===== src/rtl/hamm_weight_gen_pkg.sv =====
// Shared constants for the fixed-weight word generator.
// State codes, clog2 and central binomial table.
package hamm_pkg;

  localparam logic [0:0] ST_IDLE = 1'b0;
  localparam logic [0:0] ST_RUN  = 1'b1;

  function automatic int clog2(input int v);
    int r;
    r = 0;
    for (int i = 0; i < 31; i++)
      if ((1 << i) < v) r = i + 1;
    return r;
  endfunction

  // C(w, w/2): largest word count for width w
  function automatic int cmid(input int w);
    int r;
    case (w)
      4:       r = 6;
      5:       r = 10;
      6:       r = 20;
      7:       r = 35;
      8:       r = 70;
      9:       r = 126;
      10:      r = 252;
      11:      r = 462;
      12:      r = 924;
      13:      r = 1716;
      14:      r = 3432;
      15:      r = 6435;
      16:      r = 12870;
      default: r = 12870;
    endcase
    return r;
  endfunction

endpackage


===== src/rtl/hamm_weight_gen_if.sv =====
// Output stream bundle of the fixed-weight generator.
// Valid/ready with a last marker.
interface hamm_weight_gen_if #(
  parameter int W = 8
);
  logic [W-1:0] out_data;
  logic         out_valid;
  logic         out_ready;
  logic         out_last;

  modport master (
    output out_data,
    output out_valid,
    output out_last,
    input  out_ready
  );

  modport slave (
    input  out_data,
    input  out_valid,
    input  out_last,
    output out_ready
  );
endinterface


===== src/rtl/hamm_weight_gen_next.sv =====
// Gosper successor: next larger word of equal popcount.
// Divide replaced by a trailing-zero shift.
module hamm_next
  import hamm_pkg::*;
#(
  parameter  int W  = 8,
  localparam int KW = clog2(W + 1)
) (
  input  logic [W-1:0]  x,
  input  logic [KW-1:0] k,
  output logic [W-1:0]  nxt,
  output logic          nxt_is_top
);

  logic [W-1:0]  lowest;
  logic [W-1:0]  ripple;
  logic [W-1:0]  ones;
  logic [W-1:0]  top;
  logic [KW-1:0] tz;

  // trailing-zero count of x, i.e. log2 of the lowest set bit
  always_comb begin
    tz = '0;
    for (int i = W - 1; i >= 0; i--)
      if (x[i]) tz = KW'(i);
  end

  // successor and top-pattern detection
  always_comb begin
    lowest     = x & (~x + 1'b1);
    ripple     = x + lowest;
    ones       = ((x ^ ripple) >> 2) >> tz;
    nxt        = ripple | ones;
    top        = ~({W{1'b1}} >> k);
    nxt_is_top = (nxt == top);
  end

endmodule


===== src/rtl/hamm_weight_gen.sv =====
// Streams every W-bit word of popcount k in ascending order.
// Two-state FSM with registered outputs and a word counter.
module hamm_weight_gen
  import hamm_pkg::*;
#(
  parameter  int W  = 8,
  localparam int KW = clog2(W + 1),
  localparam int CW = clog2(cmid(W) + 1)
) (
  input  logic                clk,
  input  logic                rst_n,
  input  logic                start,
  input  logic [KW-1:0]       weight,
  input  logic                abort,
  hamm_weight_gen_if.master   out,
  output logic                busy,
  output logic                done,
  output logic                err,
  output logic [CW-1:0]       count
);

  logic [0:0]    state;
  logic [KW-1:0] k_q;
  logic [W-1:0]  nxt;
  logic          nxt_top;
  logic [W-1:0]  low;
  logic          bad_k;
  logic          edge_k;
  logic          xfer;

  hamm_next #(.W(W)) u_next (
    .x          (out.out_data),
    .k          (k_q),
    .nxt        (nxt),
    .nxt_is_top (nxt_top)
  );

  // start decode: first word, range check, single-word cases
  always_comb begin
    low    = ~({W{1'b1}} << weight);
    bad_k  = int'(weight) > W;
    edge_k = (weight == '0) || (int'(weight) == W);
    xfer   = out.out_valid && out.out_ready;
  end

  // FSM, output registers and accepted-word counter
  always_ff @(posedge clk or negedge rst_n) begin
    if (!rst_n) begin
      state         <= ST_IDLE;
      k_q           <= '0;
      out.out_data  <= '0;
      out.out_valid <= 1'b0;
      out.out_last  <= 1'b0;
      busy          <= 1'b0;
      done          <= 1'b0;
      err           <= 1'b0;
      count         <= '0;
    end else begin
      done <= 1'b0;
      err  <= 1'b0;
      unique case (state)
        ST_IDLE: begin
          if (start) begin
            if (bad_k) begin
              err <= 1'b1;
            end else begin
              state         <= ST_RUN;
              k_q           <= weight;
              busy          <= 1'b1;
              out.out_valid <= 1'b1;
              out.out_data  <= low;
              out.out_last  <= edge_k;
              count         <= '0;
            end
          end
        end
        ST_RUN: begin
          if (abort) begin
            state         <= ST_IDLE;
            out.out_valid <= 1'b0;
            out.out_last  <= 1'b0;
            busy          <= 1'b0;
          end else if (xfer) begin
            count <= count + CW'(1);
            if (out.out_last) begin
              state         <= ST_IDLE;
              out.out_valid <= 1'b0;
              out.out_last  <= 1'b0;
              busy          <= 1'b0;
              done          <= 1'b1;
            end else begin
              out.out_data <= nxt;
              out.out_last <= nxt_top;
            end
          end
        end
        default: state <= ST_IDLE;
      endcase
    end
  end

endmodule


===== src/flat_wrapper.sv =====
// flat-port wrapper written by rule: the top's interface ports become plain ports
module hamm_weight_gen_flat import hamm_pkg::*;
#(
  parameter  int W  = 8,
  localparam int KW = clog2(W + 1),
  localparam int CW = clog2(cmid(W) + 1)
)
  (clk, rst_n, start, weight, abort, busy, done, err, count, out_out_data, out_out_valid, out_out_last, out_out_ready);
  hamm_weight_gen_if #(.W(W)) out_i ();
  input  logic clk;
  input  logic rst_n;
  input  logic start;
  input  logic [KW-1:0] weight;
  input  logic abort;
  output logic busy;
  output logic done;
  output logic err;
  output logic [CW-1:0] count;
  output wire logic [$bits(out_i.out_data)-1:0] out_out_data;
  output wire logic [$bits(out_i.out_valid)-1:0] out_out_valid;
  output wire logic [$bits(out_i.out_last)-1:0] out_out_last;
  input wire logic [$bits(out_i.out_ready)-1:0] out_out_ready;
  assign out_out_data = out_i.out_data;
  assign out_out_valid = out_i.out_valid;
  assign out_out_last = out_i.out_last;
  assign out_i.out_ready = out_out_ready;
  hamm_weight_gen #(.W(W)) u_core (.clk(clk), .rst_n(rst_n), .start(start), .weight(weight), .abort(abort), .out(out_i), .busy(busy), .done(done), .err(err), .count(count));
endmodule

===== config.mk =====
export PLATFORM = sky130hd
export DESIGN_NAME = hamm_weight_gen_flat
export DESIGN_NICKNAME = d
export VERILOG_FILES = /design/src/rtl/hamm_weight_gen_pkg.sv /design/src/rtl/hamm_weight_gen_if.sv /design/src/rtl/hamm_weight_gen_next.sv /design/src/rtl/hamm_weight_gen.sv /design/src/flat_wrapper.sv
export SDC_FILE = /design/constraint.sdc
export NUM_CORES = 1
export LEC_CHECK = 0
export CAP_MARGIN = 20
export CELL_PAD_IN_SITES_DETAIL_PLACEMENT = 0
export CELL_PAD_IN_SITES_GLOBAL_PLACEMENT = 1
export CORE_ASPECT_RATIO = 0.8
export CORE_MARGIN = 3
export CORE_UTILIZATION = 44
export CTS_CLUSTER_SIZE = 24
export DETAILED_ROUTE_END_ITERATION = 12
export GPL_TIMING_DRIVEN = 0
export PLACE_DENSITY = 0.95
export SYNTH_ARGS = -nofsm -noshare
export SYNTH_HDL_FRONTEND = slang
export SYNTH_HIERARCHICAL = 1
export SYNTH_SLANG_ARGS = --single-unit

===== constraint.sdc =====
create_clock -name clk -period 6.4 [get_ports clk]
set_clock_uncertainty 0.15 [all_clocks]
set_input_delay 1.28 -clock clk [delete_from_list [all_inputs] [get_ports clk]]
set_output_delay 1.28 -clock clk [all_outputs]
set_load 0.02 [all_outputs]

== Word level (Yosys, flattened, before mapping) ==
Cells that the tools add are included.
W data, S select, Z words.

* Muxes and demuxes: 44
* Reduce and logical (&&, ||, !) cells: 8
* Equal/unequal tests: 9
* Shifts and indexed selects: 3
* $add $sub $neg: 3
* Magnitude comparators: 1
* Bitwise operators: 8

{| class="wikitable"
|+ Operators with widths
! operator !! number
|-
| $mux W8 || 5
|-
| $mux W7 || 4
|-
| $mux W4 || 6
|-
| $not A8 Y8 || 3
|-
| $mux W1 || 22
|-
| $pmux W8 S2 || 1
|-
| $pmux W7 S2 || 1
|-
| $ne A2 B2 Y1 const B || 5
|-
| $add A8 B1 Y8 const B || 1
|-
| $add A8 B8 Y8 || 1
|-
| $and A8 B8 Y8 || 1
|-
| $eq A8 B8 Y1 || 1
|-
| $or A8 B8 Y8 || 1
|-
| $reduce_and A4 Y1 || 2
|-
| $shl A8 B4 Y8 const A || 1
|-
| $shr A6 B4 Y8 || 1
|-
| $shr A8 B4 Y8 const A || 1
|-
| $xor A8 B8 Y8 || 1
|-
| $add A7 B1 Y7 const B || 1
|-
| $mux W3 || 2
|-
| $pmux W1 S2 || 3
|-
| $reduce_and A3 Y1 || 2
|-
| $reduce_and A5 Y1 || 1
|-
| $eq A4 B4 Y1 const B || 1
|-
| 7 further kinds || 8
|}

* Output and inout port bits: 20
* Register bits after elaboration: 24
* Bits of input ports: 9
* Word-level logic and storage cells: 84

== Depth between registers and ports, before layout ==
Gate-level depths: netlist (run 1).

* Depth after elaboration: 15
* Depth in mapped cells: 10
* Depth with buffers taken out: 9

== Cells and area by module ==
Netlist (run 1), hierarchy kept.

{| class="wikitable"
|+ By module, submodules not included
! module !! seq. area each (um^2) !! times used !! cells an instance !! area each (um^2)
|-
| hamm_weight_gen || 600.6 || 1 || 125 || 1275.0
|-
| hamm_next || 0.0 || 1 || 112 || 678.2
|}

== Worst setup path before layout (run 1) ==
Ideal clock, no wire load.

* Path type: reg2reg
* From: register u_core.out.out_data[0]
* To: register u_core.out.out_last
* Library setup time: 126 ps
* Data required time: 6124 ps
* Path slack: 3642 ps
* Data arrival time: 2482 ps
* Cell stages (with the launch flop): 10
* Clock period less this slack: 2758 ps
* Path buffers: 1
* Path through: dfrtp_1 -> or4_1 -> buf_2 -> o32a_1 -> o311a_1 -> mux2i_1 -> a22o_1 -> o2111a_1 -> a21oi_1 -> a2bb2oi_1

* Longest elaborated chain between the ends: 12
* Elaborated cells between the ends (all ways): 13
* Classes of those cells: add/sub: 2; eq/ne: 1; shift: 1; mux: 5; bitwise: 4

{| class="wikitable"
|+ RTL lines
! what !! line !! RTL
|-
| start: declaration || hamm_weight_gen_if.sv:12 || <nowiki>output out_data,</nowiki>
|-
| start signal: assignment || hamm_weight_gen.sv:71 || <nowiki>out.out_data <= low;</nowiki>
|-
| start signal: assignment || hamm_weight_gen.sv:92 || <nowiki>out.out_data <= nxt;</nowiki>
|-
| $not A8 Y8 || hamm_weight_gen_next.sv:30 || <nowiki>lowest = x & (~x + 1'b1);</nowiki>
|-
| $add A8 B1 Y8 || hamm_weight_gen_next.sv:30 ||
|-
| $and A8 B8 Y8 || hamm_weight_gen_next.sv:30 ||
|-
| $add A8 B8 Y8 || hamm_weight_gen_next.sv:31 || <nowiki>ripple = x + lowest;</nowiki>
|-
| $xor A8 B8 Y8 || hamm_weight_gen_next.sv:32 || <nowiki>ones = ((x ^ ripple) >> 2) >> tz;</nowiki>
|-
| $shr A6 B4 Y8 || hamm_weight_gen_next.sv:32 ||
|-
| $or A8 B8 Y8 * || hamm_weight_gen_next.sv:33 || <nowiki>nxt = ripple | ones;</nowiki>
|-
| $eq A8 B8 Y1 * || hamm_weight_gen_next.sv:35 || <nowiki>nxt_is_top = (nxt == top);</nowiki>
|-
| via u_core.nxt_top || hamm_weight_gen.sv:25 || <nowiki>logic nxt_top;</nowiki>
|-
| $mux W1 * || hamm_weight_gen.sv:85 || <nowiki>if (out.out_last) begin</nowiki>
|-
| $mux W1 * || hamm_weight_gen.sv:83 || <nowiki>end else if (xfer) begin</nowiki>
|-
| $mux W1 * || hamm_weight_gen.sv:78 || <nowiki>if (abort) begin</nowiki>
|-
| $pmux W1 S2 * || hamm_weight_gen.sv:61 || <nowiki>unique case (state)</nowiki>
|-
| end signal: assignment || hamm_weight_gen.sv:72 || <nowiki>out.out_last <= edge_k;</nowiki>
|-
| end signal: assignment || hamm_weight_gen.sv:93 || <nowiki>out.out_last <= nxt_top;</nowiki>
|-
| end: declaration || hamm_weight_gen_if.sv:14 || <nowiki>output out_last,</nowiki>
|}

Mark *: on every way through the listed nets, which the timed path passes. The rest lies on a longest branch. The select of a mux whose other input is x is not followed.
A chain may end at the register's enable or synchronous reset.

== Final worst setup path (run 1) ==
* From: input port weight[1]
* To: register u_core.out.out_data[3]

* Longest elaborated chain between the ends: 5
* Elaborated cells between the ends (all ways): 8
* Classes of those cells: order compare: 1; eq/ne: 1; shift: 1; mux: 3; bitwise: 1; reduce/logical: 1

{| class="wikitable"
|+ RTL lines
! what !! line !! RTL
|-
| start: declaration || flat_wrapper.sv:13 || <nowiki>input logic [KW-1:0] weight;</nowiki>
|-
| $shl A8 B4 Y8 || hamm_weight_gen.sv:40 || <nowiki>low = ~({W{1'b1}} << weight);</nowiki>
|-
| $not A8 Y8 || hamm_weight_gen.sv:40 ||
|-
| $mux W8 || hamm_weight_gen.sv:64 || <nowiki>if (bad_k) begin</nowiki>
|-
| $mux W8 || hamm_weight_gen.sv:63 || <nowiki>if (start) begin</nowiki>
|-
| $pmux W8 S2 || hamm_weight_gen.sv:61 ||
|}

Several ways; a longest one is shown, not always the timed one. The select of a mux whose other input is x is not followed.

==> reports/metrics.csv, run 1 <==
stage,metric,value,unit
finish,ant diodes,0,
sta,Worst Hold Slack,0.371,ns
power_and_ir_drop,switching pwr,0.500,mW
cts,CTS tree,built,
worst_setup_path,worst path cell trace,"clkdlybuf4s50_1, nor3_4, o21ai_2, o31a_1, buf_2, mux2_1",
cts,CTS sink count,24,
floorplanning,std cell rows,21,
synth,"EDFF count, synth",0,
sta,setup ws final,3.39,ns
floorplanning,Starting Density,46.2,%
finish,fillers,392,
worst_setup_path,"slowest stage delay, CP",0.58,ns
worst_setup_path,Critical Path Fanout Max,8,
placement,HPWL Detailed,3810,microns
cts,Clock Root Buffer,clkbuf_8,
floorplanning,die width,80.5,microns
worst_setup_path,crit path launch type,primary input,
detailed_routing,via count,1897,
global_route,largest net degree at the start of global routing,25,
cts,CTS hold repair buffers,0,
global_route,initial antenna violation count,0,
cts,CTS H-tree lvls,1,
cts,post-CTS sizing,0,
floorplanning,Placeable Area,4230,sq um
cts,worst skew pair latency,0.26,ns
placement,pre-CTS setup slack,3.12,ns
sta,Fin. Hold Viols,0,
detailed_routing,Final ANT Viol Nets,0,
min_path,Hold Crit Class,reg2reg,
detailed_routing,DR iter-0 viols,169,
flow_run,MaxCap Viol Count,0,
detailed_routing,DR WL/cell,15.3,microns
placement,Area after DPL,2280,sq um
floorplanning,I/O Pins,29,
synth,sequential area share after synthesis,30.7,%
sta,fin crit share,47.1,%
power_and_ir_drop,internal power,0.550,mW
detailed_routing,DR vias/cell,5.84,
power_and_ir_drop,LEAKAGE,0.972,nW
synth,Post-synth ARST share,100,%
worst_setup_path,required time worst endpoint,6.39,ns
finish,layout cell share with drive strength beyond 1,10.1,%
synth,post-synthesis cell area,1950,sq um
detailed_routing,metal2 WL,2120,microns
synth,syn nets,247,
cts,"CTS clk-pin slew, worst paths",0.09,ns
cts,Clock Path Buffers,2,
power_and_ir_drop,VDD IR max,0.205,mV
sta,relative slew slack,60.8,%
placement,cell count after placement,320,
placement,Port Buf Inserts,26,
cts,setup bufs post-CTS,0,
detailed_routing,total wire length,4980,microns
placement,GP Congestion,0.961,
finish,post-route insts no fill,325,
global_route,vias in the first global route,1731,
power_and_ir_drop,Clock power frac,12.4,%
finish,Area Overhead vs Synth,21.2,%
worst_setup_path,Crit-path slowest cell,clkdlybuf4s50_1,
detailed_routing,First-pass DRT Iterations,4,
floorplanning,Die Height,65.6,microns
floorplanning,die area,5280,sq um
finish,Post-Layout Inst Area,2370,sq um
cts,number of CTS-inserted buffers,3,
sta,Achievable Freq,332,MHz
synth,Avg Inst Size Synth,8.24,sq um
power_and_ir_drop,Flop pwr share,25.6,%
synth,Yosys warning count,6,
synth,"FF+latch count, synth",24,
sta,Final min period,3.01,ns
global_route,global-route wire length before repair,8460,microns
sta,Max Transition Viols Final,0,
sta,worst-margin pin slew,0.586,ns
run_status,outcome,finished clean,
power_and_ir_drop,combinational group share of total power,62.0,%
worst_setup_path,Critical Path AT,3.00,ns
power_and_ir_drop,power density cells,443,nW/um^2
worst_setup_path,Setup CP Type,in2reg,
detailed_routing,metal3 WL,269,microns
sta,setup_tns,0,ns
worst_setup_path,Crit. End Element,flop,
global_route,global route overflow,0,
sta,setup violators final,0,
detailed_routing,highest metal used,met4,
synth,"Distinct cells, synth",60,
detailed_routing,wl on met1,2590,microns
global_route,global-route usage over all layers,20.1,%
synth,prevailing post-synth register cell,dfrtp_1,
power_and_ir_drop,Switching Share,47.6,%
finish,Layout Nets,279,
synth,Post-Synthesis Cells,237,
sta,RSZ-0062 raised after global routing,no,
detailed_routing,DRC errors left,0,
-- registers in the layout, summed over array words and instances, names as in the netlist --
name	count
u_core/done	1
u_core/state	1
u_core/out.out_data	8
u_core/busy	1
u_core/out.out_last	1
u_core/count	7
u_core/err	1
u_core/k_q	4
-- cell usage after synthesis (all sizes together), types with 4 or more instances --
| cell type | instances | area share, % |
|---|---|---|
| mux2 | 10 | 5.8 |
| a21oi | 20 | 5.1 |
| inv | 12 | 2.3 |
| and3 | 4 | 1.3 |
| buf | 8 | 2.8 |
| nor3 | 7 | 2.4 |
| o21ai | 21 | 5.6 |
| dfrtp | 24 | 31 |
| nor2 | 16 | 3.1 |
| a31oi | 5 | 1.6 |
| nand2 | 17 | 3.3 |
| nor2b | 4 | 1.3 |
| nand3 | 12 | 3.1 |
| o221ai | 4 | 1.8 |
| mux2i | 4 | 2.1 |
| clkbuf | 9 | 2.2 |
| nand2b | 5 | 1.6 |
-- critical path, delay by kind of cell --
family	cells	cell delay, ns
muxes	1	0.34
buffers and inverters	2	0.77
AOI/OAI and AO/OA	2	0.19
and+or+nand+nor	1	0.42
-- layout by cell type, fill, tap and decap left out, types with 3 or more instances in the layout --
cell and instances:
a21oi_1 20, a31oi_1 5, and2_1 3, and3_1 4, buf_2 4, buf_4 3
clkbuf_1 8, clkbuf_8 4, clkdlybuf4s50_1 26, dfrtp_1 24, inv_1 12, mux2_1 7
mux2_2 3, mux2i_1 4, nand2_1 17, nand2b_1 5, nand3_1 12, nor2_1 16
nor2b_1 4, nor3_1 6, nor4_1 3, o211ai_1 3, o21ai_0 18, o221ai_1 4
o31a_1 3, or3_1 3, xnor2_1 3
-- kinds of logic after synthesis --
logic type | count (synthesis) | share of synthesized area [%]
multiplexers | 14 | 7.82
adder cells (fa/ha/maj) | 1 | 0.641
buffers and inverters | 29 | 7.30
AO/OA/AOI/OAI | 82 | 29.3
AND/OR/NAND/NOR | 83 | 22.4
XOR/XNOR | 4 | 1.79
flip-flops | 24 | 30.7
-- final timing paths --
kind	slack, ns	endpoint	from	cells after the start
max	3.39	u_core/out.out_data[3]	weight[1]	6
min	0.37	u_core/k_q[2]	u_core/k_q[2]	1
max reg2reg	3.41	u_core/out.out_last	u_core/out.out_data[0]	10
min reg2reg	0.37	u_core/k_q[2]	u_core/k_q[2]	1
max in group asynchronous	4.36	u_core/k_q[3]	rst_n	2
min in group asynchronous	1.23	u_core/count[1]	rst_n	1
-- stage by stage --
step	power, mW	utilization [%]
floorplan	0.703	-
global placement	0.914	54.0
detailed placement	0.909	54.0
CTS	1.04	55.7
global route	1.13	56.0
finish	1.05	56.0
-- metal layers --
layer	track usage (%)	vias up
met2	27.8	54
li1	-	952
met4	3.38	0
met3	3.29	2
met1	32.5	889
met5	0	-
-- cell type report --
type	instances	area (sq um)	share of cell area (%)
sequential	24	601	25.4
multi-input combinational	184	1210	51.1
tap	57	71.3	3.01
clock inverter	1	30.0	1.27
timing repair buffer	27	272	11.5
buffer	17	97.6	4.12
inverter	12	45.0	1.90
clock buffer	3	41.3	1.74
-- power by group through the flow --
| stage | registers [mW] | clock network (mW) | logic [mW] |
|---|---|---|---|
| floorplan | 0.297 | 0 | 0.406 |
| global placement | 0.269 | 0 | 0.645 |
| detailed placement | 0.271 | 0 | 0.639 |
| CTS | 0.269 | 0.133 | 0.642 |
| global route | 0.281 | 0.142 | 0.711 |
| finish | 0.269 | 0.131 | 0.650 |
No activity file was read; power rests on OpenSTA's default activity.
==> inputs of run 2 (changes only) <==
--- a/config.mk
+++ b/config.mk
@@ -10,11 +10,11 @@
 export CELL_PAD_IN_SITES_GLOBAL_PLACEMENT = 1
 export CORE_ASPECT_RATIO = 0.8
 export CORE_MARGIN = 3
-export CORE_UTILIZATION = 44
+export CORE_UTILIZATION = 40
 export CTS_CLUSTER_SIZE = 24
 export DETAILED_ROUTE_END_ITERATION = 12
 export GPL_TIMING_DRIVEN = 0
-export PLACE_DENSITY = 0.95
+export PLACE_DENSITY = 0.9
 export SYNTH_ARGS = -nofsm -noshare
 export SYNTH_HDL_FRONTEND = slang
 export SYNTH_HIERARCHICAL = 1
==> constraint.sdc (replaced) <==
create_clock -name clk -period 2.9 [get_ports clk]
set_clock_uncertainty 0.15 [all_clocks]
set_input_delay 0.58 -clock clk [delete_from_list [all_inputs] [get_ports clk]]
set_output_delay 0.58 -clock clk [all_outputs]
set_load 0.02 [all_outputs]
==> run 2 against run 1 <==
Final cell count up 1.8%. Global-route usage down 2.2 points. Largest cell class unchanged. Die area up 9.2%. Via count up 2.4%. Clock power up 72%. Count of clock-buffer cells in the layout up 1. Hold slack worse by 0.0033 ns. Combinational power up 130%. Sequential power up 120%. Critical endpoint is now u_core/out.out_last.
==> reports/metrics.csv, run 2 (same netlist as run 1, synthesis figures left out) <==
stage,metric,value,unit,change
global_route,largest net degree at the start of global routing,25,,unchanged
floorplanning,std cell rows,22,,+4.8%
power_and_ir_drop,VDD IR max,0.424,mV,+110%
finish,Reg area,603,sq um,+0.42%
worst_setup_path,crit path launch type,flop,,
sta,Fin. Hold Viols,0,,unchanged
detailed_routing,metal3 WL,372,microns,+38%
global_route,global-route wire length before repair,8290,microns,-2.0%
detailed_routing,total wire length,5080,microns,+2.0%
global_route,vias in the first global route,1618,,-6.5%
cts,CTS H-tree lvls,1,,unchanged
finish,layout cell share with drive strength beyond 1,14.4,%,+4.3 points
global_route,global route overflow,0,,unchanged
floorplanning,Placeable Area,4650,sq um,+10%
floorplanning,die width,84.1,microns,+4.5%
detailed_routing,Final ANT Viol Nets,0,,unchanged
worst_setup_path,Critical Path Fanout Max,7,,-1
placement,cell count after placement,323,,+0.94%
detailed_routing,highest metal used,met3,,
power_and_ir_drop,power density cells,955,nW/um^2,+120%
sta,setup violators final,0,,unchanged
detailed_routing,DRC errors left,0,,unchanged
sta,fin crit share,98.8,%,
finish,Area Overhead vs Synth,24.0,%,
finish,"commonest non-fill, non-tap cells in the layout","26 x clkdlybuf4s50_1, 22 x dfrtp_1, 19 x a21oi_1",,
cts,number of CTS-inserted buffers,3,,unchanged
detailed_routing,First-pass DRT Iterations,4,,unchanged
worst_setup_path,R2R setup slack,0.04,ns,-3.37 ns
floorplanning,Die Height,68.5,microns,+4.4%
detailed_routing,DR WL/cell,15.4,microns,+0.18%
placement,GP Congestion,0.887,,-7.7%
detailed_routing,via count,1943,,+2.4%
global_route,initial antenna violation count,0,,unchanged
placement,Port Buf Inserts,26,,unchanged
placement,HPWL Detailed,3830,microns,+0.42%
cts,CTS sink count,24,,unchanged
sta,Achievable Freq,349,MHz,
floorplanning,Starting Density,42.0,%,-4.2 points
finish,fillers,449,,+15%
floorplanning,I/O Pins,29,,unchanged
cts,Clock Root Buffer,clkbuf_8,,
finish,Layout Nets,282,,+1.1%
sta,Final min period,2.86,ns,
sta,worst-margin pin slew,0.662,ns,+0.0752 ns
finish,post-route insts no fill,331,,+1.8%
finish,largest registers,"u_core/out.out_data: 8 flops, u_core/count: 7 flops, u_core/k_q: 4 flops",,
cts,worst skew pair latency,0.26,ns,about the same
cts,"CTS clk-pin slew, worst paths",0.08,ns,about the same
sta,RSZ-0062 raised after global routing,yes,,
worst_setup_path,required time worst endpoint,2.95,ns,-3.44 ns
floorplanning,die area,5760,sq um,+9.2%
run_status,outcome,finished clean,,
sta,Max Transition Viols Final,0,,unchanged
flow_run,MaxCap Viol Count,0,,unchanged
finish,final core utilization,52.0,%,-3.9 points
cts,CTS hold repair buffers,0,,unchanged
finish,Largest register FFs,8,,unchanged
worst_setup_path,Crit. End Element,flop,,
sta,relative slew slack,54.8,%,-6.0 points
finish,largest register by flop count,u_core/out.out_data,,
power_and_ir_drop,LEAKAGE,0.990,nW,+1.8%
finish,Multi-input gate area,1240,sq um,+2.5%
worst_setup_path,Critical Path AT,2.91,ns,-0.09 ns
detailed_routing,wl on met1,2660,microns,+2.7%
finish,"commonest non-fill, non-tap cell in the layout",clkdlybuf4s50_1,,
worst_setup_path,Setup CP Type,reg2reg,,
min_path,Hold Crit Class,reg2reg,,
finish,ant diodes,0,,unchanged
detailed_routing,DR iter-0 viols,224,,+33%
cts,Clock Path Buffers,2,,unchanged
cts,CTS tree,built,,
detailed_routing,metal2 WL,2060,microns,-2.8%
detailed_routing,DR vias/cell,5.87,,+0.57%
global_route,global-route usage over all layers,17.8,%,-2.2 points
-- run 2: cell types whose count changed in the layout (fill, tap and decap cells not counted), moves of 2 or more --
cell,delta
dfrtp_1,-2
dfrtp_2,+2
buf_4,+3
clkbuf_1,-2
-- run 2: layout make-up --
class / count / area share, %
Timing Repair Buffer: 30 / 12.3
Tap cell: 60 / 3.10
Multi-Input combinational cell: 184 / 51.2
Buffer: 17 / 4.34
Clock buffer: 4 / 2.27
Inverter: 12 / 1.86
Sequential cell: 24 / 24.9
-- run 2: repair_timing --
item,4_1_cts,5_1_grt
buffers inserted,0,3
gates cloned,0,0
endpoints found under the setup margin,1,1
pin swaps,1,6
gates resized for setup,2,13
-- run 2: critical path: stages, from the launching register on --
cell	delay [ns]
dfrtp_2	0.45
or4_4	0.52
buf_6	0.15
o31ai_4	0.29
a41oi_2	0.16
o21ai_2	0.28
mux2i_1	0.23
a32o_1	0.15
o2111a_1	0.22
a21oi_2	0.07
a2bb2oi_2	0.11
-- run 2: path summary, 6_finish.rpt --
path	from	end	cells past startpoint
setup / recovery	u_core/out.out_data[1]	u_core/out.out_last	10
hold / removal	u_core/k_q[2]	u_core/k_q[2]	1
setup reg to reg	u_core/out.out_data[1]	u_core/out.out_last	10
hold reg to reg	u_core/k_q[2]	u_core/k_q[2]	1
max in group asynchronous	rst_n	u_core/out.out_data[1]	2
min in group asynchronous	rst_n	u_core/done	1
-- run 2: where the power goes --
group	internal, mW	switching [mW]
Combinational	0.635	0.860
Sequential	0.434	0.157
Clock	0.121	0.104
Total	1.19	1.12
-- run 2: per-stage QoR --
step / hold WS [ns] / setup WS, ns / instance area (sq um) / TNS, ns / power [mW]
6_report: 0.368 / 0.0362 / 2420 / 0 / 2.31
5_1_grt: 0.389 / -0.107 / 2420 / -0.107 / 2.51
4_1_cts: 0.370 / 0.0403 / 2350 / 0 / 2.24
3_5_place_dp: 0.351 / -0.0331 / 2290 / -0.0331 / 2.00
3_3_place_gp: 0.348 / -0.0433 / 2290 / -0.0433 / 1.99
2_1_floorplan: 0.134 / 0.142 / 1950 / 0 / 1.55
-- run 2: layer usage --
metal,up-vias,global-route usage [%]
met5,-,0
li1,952,-
met2,65,24.5
met1,926,28.7
met4,0,2.41
met3,0,3.56
==> inputs of run 3 (changes only) <==
--- a/config.mk
+++ b/config.mk
@@ -5,16 +5,17 @@
 export SDC_FILE = /design/constraint.sdc
 export NUM_CORES = 1
 export LEC_CHECK = 0
+export ABC_AREA = 1
 export CAP_MARGIN = 20
 export CELL_PAD_IN_SITES_DETAIL_PLACEMENT = 0
 export CELL_PAD_IN_SITES_GLOBAL_PLACEMENT = 1
 export CORE_ASPECT_RATIO = 0.8
 export CORE_MARGIN = 3
-export CORE_UTILIZATION = 40
+export CORE_UTILIZATION = 38
 export CTS_CLUSTER_SIZE = 24
 export DETAILED_ROUTE_END_ITERATION = 12
 export GPL_TIMING_DRIVEN = 0
-export PLACE_DENSITY = 0.9
+export PLACE_DENSITY = 0.91
 export SYNTH_ARGS = -nofsm -noshare
 export SYNTH_HDL_FRONTEND = slang
 export SYNTH_HIERARCHICAL = 1
==> run 3 against run 2 <==
Critical path depth up 10. Critical path type unchanged. Sequential share of layout area up 0.29 points. Critical endpoint unchanged. Maximum frequency up 12%. Synthesized area down 0.38%. Sequential power down 12%.
==> reports/metrics.csv, run 3 <==
stage,metric,value,unit,change
run_status,outcome,finished clean,,
placement,HPWL Detailed,3960,microns,+3.4%
detailed_routing,total wire length,4960,microns,-2.4%
floorplanning,I/O Pins,29,,unchanged
detailed_routing,wl on met1,2680,microns,+0.75%
worst_setup_path,Critical Path Fanout Max,6,,-1
min_path,hold depth,2,,+1
synth,syn nets,319,,+29%
global_route,global-route wire length before repair,8400,microns,+1.4%
synth,"FF+latch count, synth",24,,unchanged
synth,sequential area share after synthesis,30.9,%,+0.12 points
cts,CTS sink count,24,,unchanged
synth,Avg Inst Size Synth,6.30,sq um,-24%
synth,post-synthesis cell area,1950,sq um,-0.38%
sta,setup ws final,0.353,ns,+0.317 ns
power_and_ir_drop,LEAKAGE,1.20,nW,+21%
detailed_routing,First-pass DRT Iterations,5,,+1
worst_setup_path,Worst R2R Start,u_core/out.out_data[1],,
cts,"CTS clk-pin slew, worst paths",0.09,ns,about the same
finish,largest registers,"u_core/out.out_data: 8 flops, u_core/count: 7 flops, u_core/k_q: 4 flops",,
sta,setup_tns,0,ns,unchanged
global_route,global-route usage over all layers,16.9,%,-0.93 points
sta,Worst Hold Slack,0.381,ns,+0.0128 ns
cts,CTS hold repair buffers,0,,unchanged
synth,"Distinct cells, synth",28,,-53%
detailed_routing,metal3 WL,198,microns,-47%
detailed_routing,metal2 WL,2060,microns,+0.44%
sta,worst-margin pin slew,0.476,ns,-0.186 ns
detailed_routing,highest metal used,met4,,
detailed_routing,DR WL/cell,12.3,microns,-20%
cts,CTS H-tree lvls,1,,unchanged
flow_run,MaxCap Viol Count,0,,unchanged
floorplanning,std cell rows,22,,unchanged
detailed_routing,DR iter-0 viols,141,,-37%
min_path,Hold Path Origin,u_core/out.out_last,,
synth,prevailing post-synth register cell,dfrtp_1,,
synth,"area leader, netlist",dfrtp_1,,
sta,Max Transition Viols Final,0,,unchanged
floorplanning,Starting Density,40.9,%,-1.1 points
synth,Post-synth top cells,"114 x nand2_1, 43 x nand3_1, 27 x inv_1",,
detailed_routing,via count,2046,,+5.3%
finish,Post-Layout Inst Area,2380,sq um,-1.6%
finish,Layout Nets,353,,+25%
floorplanning,die width,86,microns,+2.2%
sta,fin crit share,87.8,%,-11 points
floorplanning,Placeable Area,4760,sq um,+2.4%
worst_setup_path,R2R setup slack,0.35,ns,+0.32 ns
detailed_routing,DRC errors left,0,,unchanged
min_path,Hold Path End,u_core/out.out_last,,
finish,ant diodes,0,,unchanged
synth,share of the synthesized area in the top cell type,30.9,%,+0.12 points
finish,largest register by flop count,u_core/out.out_data,,
worst_setup_path,Setup CP Type,reg2reg,,
sta,RSZ-0062 raised after global routing,no,,
cts,Clock Root Buffer,clkbuf_8,,
finish,Largest register FFs,8,,unchanged
cts,Clock Path Buffers,2,,unchanged
placement,GP Congestion,0.864,,-2.5%
cts,setup bufs post-CTS,0,,unchanged
finish,layout cell share with drive strength beyond 1,10.8,%,-3.6 points
global_route,global route overflow,0,,unchanged
worst_setup_path,crit path launch type,flop,,
cts,number of CTS-inserted buffers,3,,unchanged
sta,setup violators final,0,,unchanged
placement,Port Buf Inserts,28,,+7.7%
cts,post-CTS sizing,0,,-2
worst_setup_path,r2r endpoint,u_core/out.out_last,,
synth,most frequent cell after synthesis,nand2_1,,
global_route,initial antenna violation count,0,,unchanged
sta,Final min period,2.55,ns,-0.317 ns
synth,synth top area cells,"dfrtp_1 31%, nand2_1 22%, nand3_1 11%",,
sta,Achievable Freq,393,MHz,+12%
sta,relative slew slack,68.3,%,+14 points
power_and_ir_drop,total power,1.88,mW,-19%
global_route,vias in the first global route,1808,,+12%
worst_setup_path,Crit. End Element,flop,,
floorplanning,die area,6020,sq um,+4.5%
synth,Post-Synthesis Cells,309,,+30%
finish,fillers,490,,+9.1%
sta,Fin. Hold Viols,0,,unchanged
worst_setup_path,required time worst endpoint,2.94,ns,about the same
finish,"commonest non-fill, non-tap cells in the layout","114 x nand2_1, 43 x nand3_1, 28 x clkdlybuf4s50_1",,
worst_setup_path,Critical Path AT,2.58,ns,-0.33 ns
power_and_ir_drop,VDD IR max,0.492,mV,+16%
finish,Area Overhead vs Synth,22.5,%,
power_and_ir_drop,power density cells,788,nW/um^2,-17%
synth,"EDFF count, synth",0,,unchanged
global_route,largest net degree at the start of global routing,25,,unchanged
synth,Yosys warning count,6,,unchanged
floorplanning,Die Height,70,microns,+2.2%
cts,worst skew pair latency,0.26,ns,about the same
worst_setup_path,FF-to-FF path depth,20,,+10
detailed_routing,DR vias/cell,5.09,,-13%
finish,"commonest non-fill, non-tap cell in the layout",nand2_1,,
detailed_routing,Final ANT Viol Nets,0,,unchanged
placement,pre-CTS setup slack,0.422,ns,+0.455 ns
synth,Post-synth ARST share,100,%,unchanged
cts,CTS tree,built,,
placement,Area after DPL,2300,sq um,+0.55%
min_path,Hold Crit Class,reg2reg,,
run 3: cell families after synthesis:
logic type               Yosys count  share of synthesized area, %
XOR/XNOR                           1                         0.450
flip-flops                        24                          30.9
AND/OR/NAND/NOR                  211                          50.1
AO/OA/AOI/OAI                     36                          10.2
buffers and inverters             36                          7.72
adder cells (fa/ha/maj)            1                         0.643
run 3: where the power goes:
part	leakage [nW]	internal (mW)	switching, mW	total [mW]
combinational	0.849	0.385	0.680	1.06
clock	0.0357	0.184	0.106	0.290
sequential	0.310	0.396	0.127	0.523
total	1.20	0.965	0.912	1.88
run 3: layout make-up:
| cell class | count | area [sq um] | area share, % |
|---|---|---|---|
| plain buffers | 4 | 30.0 | 1.26 |
| clock buffers | 3 | 41.3 | 1.73 |
| clock inverters | 1 | 30.0 | 1.26 |
| inverters | 32 | 120 | 5.04 |
| multi-input cells | 249 | 1190 | 50.1 |
| flip-flops and latches | 24 | 601 | 25.2 |
| well taps | 60 | 75.1 | 3.15 |
| repair buffers | 29 | 292 | 12.2 |
run 3: worst max path at each step:
stage	startpoint	end	depth (start not counted)
after global placement	u_core/out.out_data[0]	u_core/out.out_last	17
final	u_core/out.out_data[1]	u_core/out.out_last	20
after CTS	u_core/out.out_data[3]	u_core/out.out_last	17
after floorplan	u_core/out.out_data[1]	u_core/out.out_last	20
after detailed placement	u_core/out.out_data[3]	u_core/out.out_last	19
after global routing	u_core/out.out_data[5]	u_core/out.out_last	20
run 3: worst max-delay path, cell delays in order (launching register included):
cell     delay, ns
dfrtp_1       0.51
inv_2         0.12
nand2_4       0.11
nand4_2       0.09
nand2_1       0.14
nand3_1       0.12
nand2_2       0.15
nand2_2       0.07
nand2_2       0.07
nand3_2       0.07
nand2_2       0.11
nand2_1       0.05
nand2_1       0.05
inv_1         0.04
nor2_2        0.08
nand2_1       0.07
nor2_2        0.13
nand3_1       0.09
nand2_1       0.07
inv_1         0.04
o21ai_0       0.14
run 3: layer usage:
metal / up-vias / global-route usage (%)
met4: 0 / 2.11
met2: 32 / 24.7
li1: 1075 / -
met1: 937 / 26.8
met5: - / 0
met3: 2 / 2.12
run 3: per-stage QoR:
stage	util, %	std cells
2_1_floorplan	-	309
3_3_place_gp	48.3	397
3_5_place_dp	48.3	397
4_1_cts	49.8	401
5_1_grt	50.1	402
6_report	50.1	402
